**src/rtl/alu_exec_unit.sv**
```systemverilog
// alu_exec_unit: multi-cycle ALU behind a valid/ready request/response pair.
// Ports: clk, rst_n, req_{valid,ready,a,b,control}, rsp_{valid,ready,dout,cout}.
module alu_exec_unit #(
  parameter int WIDTH = 32
) (
  input  logic             clk,
  input  logic             rst_n,
  input  logic             req_valid,
  output logic             req_ready,
  input  logic [WIDTH-1:0] req_a,
  input  logic [WIDTH-1:0] req_b,
  input  logic [2:0]       req_control,
  output logic             rsp_valid,
  input  logic             rsp_ready,
  output logic [WIDTH-1:0] rsp_dout,
  output logic             rsp_cout
);

  localparam int CW = $clog2(WIDTH + 1);

  localparam logic [2:0] OP_ADD = 3'b000;
  localparam logic [2:0] OP_SUB = 3'b001;
  localparam logic [2:0] OP_AND = 3'b010;
  localparam logic [2:0] OP_OR  = 3'b011;
  localparam logic [2:0] OP_XOR = 3'b100;
  localparam logic [2:0] OP_SLT = 3'b101;
  localparam logic [2:0] OP_SLL = 3'b110;
  localparam logic [2:0] OP_MUL = 3'b111;

  typedef enum logic [1:0] {
    IDLE = 2'd0,
    BUSY = 2'd1,
    DONE = 2'd2
  } state_e;

  state_e               state_q, state_d;
  logic [WIDTH-1:0]     a_q, a_d;
  logic [WIDTH-1:0]     b_q, b_d;
  logic [2:0]           ctrl_q, ctrl_d;
  logic [CW-1:0]        cnt_q, cnt_d;
  logic [2*WIDTH-1:0]   acc_q, acc_d;
  logic [WIDTH-1:0]     dout_q, dout_d;
  logic                 cout_q, cout_d;

  logic                 accept;
  logic                 last;
  logic [WIDTH:0]       add_sum;
  logic [WIDTH:0]       sub_sum;
  logic [WIDTH:0]       mul_sum;
  logic [2*WIDTH-1:0]   acc_step;
  logic [WIDTH-1:0]     res;
  logic                 res_c;

  assign accept = req_valid && req_ready;
  assign last   = (cnt_q == CW'(1));

  // State register
  always_ff @(posedge clk or negedge rst_n) begin
    if (!rst_n) state_q <= IDLE;
    else        state_q <= state_d;
  end

  // Next-state logic
  always_comb begin
    state_d = state_q;
    unique case (state_q)
      IDLE:    if (accept)    state_d = BUSY;
      BUSY:    if (last)      state_d = DONE;
      DONE:    if (rsp_ready) state_d = IDLE;
      default:                state_d = IDLE;
    endcase
  end

  // FSM outputs; ready is forced low for as long as reset is held
  always_comb begin
    req_ready = (state_q == IDLE) && rst_n;
    rsp_valid = (state_q == DONE);
  end

  // One iteration step and the final result
  always_comb begin
    add_sum = {1'b0, a_q} + {1'b0, b_q};
    sub_sum = {1'b0, a_q} + {1'b0, ~b_q} + {{WIDTH{1'b0}}, 1'b1};
    // Multiply: hi half accumulates a, whole acc shifts right;
    // the multiplier sits in the low half and is consumed lsb first.
    mul_sum = {1'b0, acc_q[2*WIDTH-1:WIDTH]}
            + (acc_q[0] ? {1'b0, a_q} : '0);
    acc_step = acc_q;
    if (ctrl_q == OP_MUL)
      acc_step = {mul_sum, acc_q[WIDTH-1:1]};
    else if (ctrl_q == OP_SLL && b_q[4:0] != 5'd0)
      acc_step = {acc_q[2*WIDTH-2:0], 1'b0};
    res   = '0;
    res_c = 1'b0;
    unique case (ctrl_q)
      OP_ADD: begin
        res   = add_sum[WIDTH-1:0];
        res_c = add_sum[WIDTH];
      end
      OP_SUB: begin
        res   = sub_sum[WIDTH-1:0];
        res_c = sub_sum[WIDTH];
      end
      OP_AND: res = a_q & b_q;
      OP_OR:  res = a_q | b_q;
      OP_XOR: res = a_q ^ b_q;
      OP_SLT: res = {{(WIDTH-1){1'b0}},
                     ($signed(a_q) < $signed(b_q))};
      OP_SLL: res = acc_step[WIDTH-1:0];
      OP_MUL: begin
        res   = acc_step[WIDTH-1:0];
        res_c = |acc_step[2*WIDTH-1:WIDTH];
      end
      default: ;
    endcase
  end

  // Datapath next values
  always_comb begin
    a_d    = a_q;
    b_d    = b_q;
    ctrl_d = ctrl_q;
    cnt_d  = cnt_q;
    acc_d  = acc_q;
    dout_d = dout_q;
    cout_d = cout_q;
    unique case (state_q)
      IDLE: if (accept) begin
        a_d    = req_a;
        b_d    = req_b;
        ctrl_d = req_control;
        acc_d  = '0;
        cnt_d  = CW'(1);
        if (req_control == OP_MUL) begin
          acc_d = {{WIDTH{1'b0}}, req_b};
          cnt_d = CW'(WIDTH);
        end else if (req_control == OP_SLL) begin
          acc_d = {{WIDTH{1'b0}}, req_a};
          // zero shift still spends one busy cycle
          if (req_b[4:0] != 5'd0) cnt_d = CW'(req_b[4:0]);
        end
      end
      BUSY: begin
        acc_d = acc_step;
        cnt_d = cnt_q - CW'(1);
        if (last) begin
          dout_d = res;
          cout_d = res_c;
        end
      end
      default: ;
    endcase
  end

  always_ff @(posedge clk or negedge rst_n) begin
    if (!rst_n) begin
      a_q    <= '0;
      b_q    <= '0;
      ctrl_q <= '0;
      cnt_q  <= '0;
      acc_q  <= '0;
      dout_q <= '0;
      cout_q <= 1'b0;
    end else begin
      a_q    <= a_d;
      b_q    <= b_d;
      ctrl_q <= ctrl_d;
      cnt_q  <= cnt_d;
      acc_q  <= acc_d;
      dout_q <= dout_d;
      cout_q <= cout_d;
    end
  end

  assign rsp_dout = dout_q;
  assign rsp_cout = cout_q;

endmodule

```
**config.mk**
```make
export PLATFORM = sky130hd
export DESIGN_NAME = alu_exec_unit
export DESIGN_NICKNAME = d
export VERILOG_FILES = /design/src/rtl/alu_exec_unit.sv
export SDC_FILE = /design/constraint.sdc
export NUM_CORES = 1
export LEC_CHECK = 0
export ABC_AREA = 1
export ABC_CLOCK_PERIOD_IN_PS = 2900
export BUFFER_PORTS_ARGS = -buffer_cell sky130_fd_sc_hd__buf_2
export CORE_MARGIN = 4
export CORE_UTILIZATION = 50
export DETAILED_ROUTE_END_ITERATION = 16
export PLACE_DENSITY = 0.78
export SYNTH_ARGS = -nofsm -noshare
export SYNTH_HDL_FRONTEND = slang
export SYNTH_SLANG_ARGS = --single-unit
```
**constraint.sdc**
```tcl
create_clock -name clk -period 2.9 [get_ports clk]
set_input_delay 0.145 -clock clk [delete_from_list [all_inputs] [get_ports clk]]
set_output_delay 0.145 -clock clk [all_outputs]
set_load 0.01 [all_outputs]
```
* After elaboration in Yosys (flattened, before gate mapping)
Index checks and enable logic that the tools add are counted.
W data, S select, Z words.
** Operators by class
- Mux-type cells :: 18
- Reduce and logical (&&, ||, !) cells :: 14
- $add $sub $neg :: 5
- $lt $le $gt $ge :: 1
- Multipliers :: 0
- Bitwise gates (word level) :: 4
- Shift-type cells :: 0
- Eq/ne operators :: 15
- Div/mod/pow operators :: 0
** Operators with widths (count)
- $pmux W32 S7 :: 1
- $mux W64 :: 3
- $pmux W64 S2 :: 1
- $add A32 B32 Y33 :: 3
- $mux W32 :: 3
- $add A33 B1 Y33 const B :: 1
- $and A32 B32 Y32 :: 1
- $lt A32 B32 Y1 :: 1
- $not A32 Y32 :: 1
- $or A32 B32 Y32 :: 1
- $reduce_or A32 Y1 :: 1
- $xor A32 B32 Y32 :: 1
- $eq A3 B3 Y1 const B :: 6
- $mux W6 :: 2
- $pmux W6 S2 :: 1
- $mux W5 :: 2
- $reduce_bool A5 Y1 :: 2
- $eq A3 B2 Y1 const B :: 2
- $eq A6 B1 Y1 const B :: 1
- $mux W2 :: 3
- $pmux W2 S3 :: 1
- $reduce_and A2 Y1 :: 3
- $sub A6 B1 Y6 const B :: 1
- $ne A2 B2 Y1 const B :: 2
- 11 further kinds :: 13
** Word-level totals
- Memories :: 0
- Bits in writable memories :: 0
- Register bits :: 172
- Bits in read-only memories :: 0
- Latch bits :: 0

* Longest topological paths before layout
- Word-level depth :: 6
- Mapped depth :: 24

* Worst setup path after synthesis
No wires, ideal clock.
- Kind :: reg-to-reg
- Start point :: register acc_q[0]
- End point :: register cout_q (netlist: rsp_cout)
- Setup slack :: 324 ps
- Cell stages (with the launch flop) :: 23
- Setup time :: 120 ps
- Period minus slack after synthesis :: 2576 ps
- Arrival :: 2456 ps
- Cells stage by stage :: dfrtp_1 -> clkbuf_1 -> nand2_1 -> inv_1 -> ha_1 -> inv_1 -> fa_1 -> inv_1 -> nand3_1 -> nand3_1 -> nand2_1 -> nand2_1 -> nand2_1 -> nand3_1 -> nand2_1 -> o21ai_0 -> nand2_1 -> nor2_1 -> nand2_1 -> nor2_1 -> nand3_1 -> nand2_1 -> a21oi_1
** Between the ends
- Longest elaborated chain between the ends :: 5
** Ends and longest elaborated chain
- start: declaration :: RTL line 41 : logic [2*WIDTH-1:0] acc_q, acc_d;
- start signal: assignment :: RTL line 161 : acc_q <= '0;
- start signal: assignment :: RTL line 169 : acc_q <= acc_d;
- $mux W32 :: RTL line 87 : + (acc_q[0] ? {1'b0, a_q} : '0);
- $add A32 B32 Y33 :: RTL line 87
- $mux W64 :: RTL line 89 : if (ctrl_q == OP_MUL)
- $reduce_or A32 Y1 :: RTL line 112 : res_c = |acc_step[2*WIDTH-1:WIDTH];
- $pmux W1 S3 :: RTL line 95 : unique case (ctrl_q)
- end signal: assignment :: RTL line 171 : cout_q <= cout_d;
- end: declaration :: RTL line 43 : logic cout_q, cout_d;
No other way between the ends.
A chain may end at the register's enable or synchronous reset.

* Worst setup path in the final report
- Start point :: register b_q[0]
- End point :: register cout_q (netlist: rsp_cout)
** Between the ends
- Longest elaborated chain between the ends :: 6
** Ends and longest elaborated chain
- start: declaration :: RTL line 38 : logic [WIDTH-1:0] b_q, b_d;
- start signal: assignment :: RTL line 158 : b_q <= '0;
- start signal: assignment :: RTL line 166 : b_q <= b_d;
- branches (longest 5 deep; another with $add A32 B32 Y33)
- $pmux W1 S3 (*) :: RTL line 95
Every way passes the cells marked *.

==> results by group <==
Setup path
  – Startpoint Class: flip-flop
  – Worst Path Class, Setup: flip-flop to flip-flop
  – Cell type of the slowest stage on the worst timing path: fa_1
  – Biggest cell delay along the critical path: 0.42 ns
  – Arr. time, crit path: 3.29 ns
  – Max Fanout on Critical Path: 4
  – Crit end category: flip-flop
  – Cells along the critical path: ha_1, inv_1, fa_1, o21ai_2, a21oi_4, o21ai_4, nand3_1, nand3_1, nand2_1, a21oi_1, o21ai_1, and2_0, a21oi_1
  – Critical path required time: 3.28 ns

GRT
  – Gr usage total: 0.3491
  – Grt total ovfl: 0
  – First-pass GRT wire length: 99.54 mm
  – Vias in the first global route: 18,180
  – Pin count of the biggest net entering global routing: 86
  – Number of antenna violations at the first check in global routing: 0

Pwr
  – Cell area power density: 1341 nW/um^2
  – Maximum vdd ir drop: 0.8029 mV
  – Static Leakage: 10.05 nW

Detailed routing
  – Count of routing violations after the opening detailed-route iteration: 2,034
  – Pre-antenna DRT Iters: 6
  – Final wirelength: 64.78 mm
  – Routed wire per std cell: 19.83 um
  – Uppermost signal routing layer after detailed routing: met4
  – Vias after detailed routing: 19,070
  – Via-to-Cell Ratio: 5.836
  – Met2 routed WL: 28.86 mm
  – Wire length the detailed router placed on met1: 26.41 mm
  – DR DRC count: 0
  – WL met3: 5.832 mm
  – Post-detailed-route count of antenna-violating nets: 0

Timing
  – Count of endpoints failing setup in the final report: 1
  – Worst hold margin: 0.006619 ns
  – Clock Skew: 0.01410 ns
  – Slew @ Worst Pin: 1.007 ns
  – Tightest slew margin relative to the limit: 0.3284
  – Max Clock Freq: 0.3440 GHz
  – Number of slew-limit violations in the final report: 0
  – Share of the clock period used by the worst path after layout: 1.003
  – Worst-case setup margin in the final layout: -0.007336 ns
  – Final count of hold timing violations: 0
  – Unrepaired setup endpoints after global routing: yes
  – Minimum clock period: 2.907 ns

Floorplan
  – Height of the die: 189.6 um
  – Core area: 32,540 sq um
  – FP Rows: 66
  – Die Outline Area: 35,930 sq um
  – Top Ports: 106
  – Initial Util: 0.5066
  – Width of the die: 189.6 um

Clocking
  – Clk slew on worst S/H paths: 0.08 ns
  – Worst-case clock buffer depth: 2
  – CTS tree: yes
  – Clk Latency, worst-skew pair: 0.46 ns
  – Number of sinks driven by the clock tree: 172
  – Root Buffer Master: clkbuf_16
  – Count of H-tree levels built during CTS: 4
  – Cts bufs inserted: 17

Synthesis
  – Post-synth EDFFs: 0
  – Ys flop type: dfrtp_1
  – Instance count of the mapped netlist: 2,616
  – Area of the mapped netlist: 16,480 sq um
  – Share of the synthesized area in the top cell type: 0.2611
  – Most used standard cell by instance count after synthesis: nand2_1
  – Post-synthesis async set-or-reset flop share: 1.000
  – Area contributors post-synth: dfrtp_1 26%, nand2_1 16%, ha_1 9.9%, inv_1 9.6%, o21ai_0 7.4%
  – Flops & latches, synth: 172
  – Average footprint of a synthesized cell: 6.301 sq um
  – Number of library cell types mapped by synthesis: 56
  – Synth warnings: 0
  – Leading area contributor after synthesis: dfrtp_1
  – Sequential area share after synthesis: 0.2611
  – Cell types with the highest counts after synthesis: 684 x nand2_1, 422 x inv_1, 250 x nor2_1
  – Post-Syn Nets: 2,820

Worst hold path
  – Path class of the lowest-slack min-delay path: input port to flip-flop

Final layout
  – Nets: 3,016
  – Number of filler instances in the final layout: 3,120
  – Antenna diodes: 0
  – Fraction of final layout cells with drive strength greater than 1: 0.1536
  – Area growth, synth to finish: 21.29%
  – Storage element area: 4312 sq um
  – Area taken by multi-input logic gates: 10,750 sq um

Outcome
  – Violations in the final reports: negative setup slack
  – Outcome: finished, violations left

Placement
  – Routability congestion estimate: 1.038
  – Count of buffers from port buffering: 105
  – HPWL after detailed placement: 48.63 mm
  – Pre-CTS setup slack: -0.3366 ns

Job
  – Number of max-cap violations: 0
-- cells in the final DEF (no fill, tap or decap), types with 10 or more instances in the layout --
master | Yosys | final
a221oi_1 | 41 | 40
buf_4 | 6 | 119
xor2_1 | 16 | 16
o2111ai_1 | 10 | 10
nor3_1 | 37 | 27
a22oi_1 | 30 | 30
ha_1 | 130 | 95
o21ai_1 | 14 | 15
dlygate4sd3_1 | 0 | 62
nand2_1 | 684 | 649
nor2_2 | 0 | 15
a21oi_2 | 4 | 14
ha_2 | 0 | 13
nand3_1 | 120 | 112
inv_2 | 7 | 13
o21ai_0 | 245 | 242
ha_4 | 0 | 22
buf_2 | 32 | 104
nand2_2 | 0 | 32
dfrtp_1 | 172 | 166
o22ai_1 | 47 | 47
nand4_1 | 15 | 15
inv_1 | 422 | 415
clkbuf_16 | 0 | 17
a21oi_1 | 156 | 146
o21bai_1 | 11 | 10
nor3_2 | 3 | 10
nor2_1 | 250 | 227
-- final timing paths --
path	from	to	slack (ns)	cells past startpoint
max in group asynchronous	rst_n	acc_q[0]	1.01	4
min reg2reg	rsp_dout[20]	rsp_dout[20]	0.48	2
min	req_b[16]	b_q[16]	0.007	3
min in group asynchronous	rst_n	rsp_dout[22]	0.41	3
max reg2reg	b_q[0]	rsp_cout	-0.007	13
max	b_q[0]	rsp_cout	-0.007	13
-- metrics by stage --
step / total power (W) / TNS (ns) / utilization / cell area (sq um) / cells
2_1_floorplan: 0.01608 / 0 / - / 16480 / 2616
4_1_cts: 0.02526 / 0 / 0.5942 / 19330 / 3261
3_5_place_dp: 0.02260 / -0.3366 / 0.5550 / 18060 / 3167
6_report: 0.02682 / -0.007336 / 0.6145 / 19990 / 3267
3_3_place_gp: 0.02232 / -0.3605 / 0.5550 / 18060 / 3167
5_1_grt: 0.02891 / -0.1090 / 0.6145 / 19990 / 3267
-- kinds of logic after synthesis --
group / share of synthesized area
compound gates: 0.2195
xor+xnor: 0.008501
fa+ha+maj: 0.1023
buf+inv: 0.1290
flops: 0.2611
simple gates: 0.2796
-- power breakdown --
group	total, W	internal (W)	switching (W)
clock network	0.00238	0.00122	0.00116
registers	0.00469	0.00356	0.00113
logic	0.0197	0.00702	0.0127
-- layout make-up --
type,count,share of cell area
clock inverter,15,0.007572
inverter,431,0.08098
timing repair buffer,293,0.1091
sequential,172,0.2157
tap,442,0.02766
multi-input combinational,1897,0.5378
clock buffer,17,0.02128
-- state kept, by name, summed over array words and instances, names as in the netlist --
signal and flops:
a_q 32, acc_q 64, b_q 32, cnt_q 6, ctrl_q 3, rsp_cout 1
rsp_dout 32, state_q 2
-- worst max-delay path: cells and delay by family (launching register included) --
family          cells  cell delay, ns
compound gates      6            1.08
fa+ha+maj           2            0.64
buf+inv             1            0.09
flops               1            0.40
simple gates        4            0.63
-- routing by layer --
metal	vias up	global-route usage
met4	0	0.1720
met2	1115	0.5532
met3	220	0.05193
met1	8829	0.4689
li1	8903	-
met5	-	0
-- repair_timing --
item | in CTS | in global routing
setup buffers | 0 | 6
resized for setup | 18 | 148
endpoints found under the hold margin | 158 | 0
setup endpoints to repair | 1 | 21
pin swaps | 1 | 13
hold buffers | 62 | 0
Power figures use the tool's default switching activity.
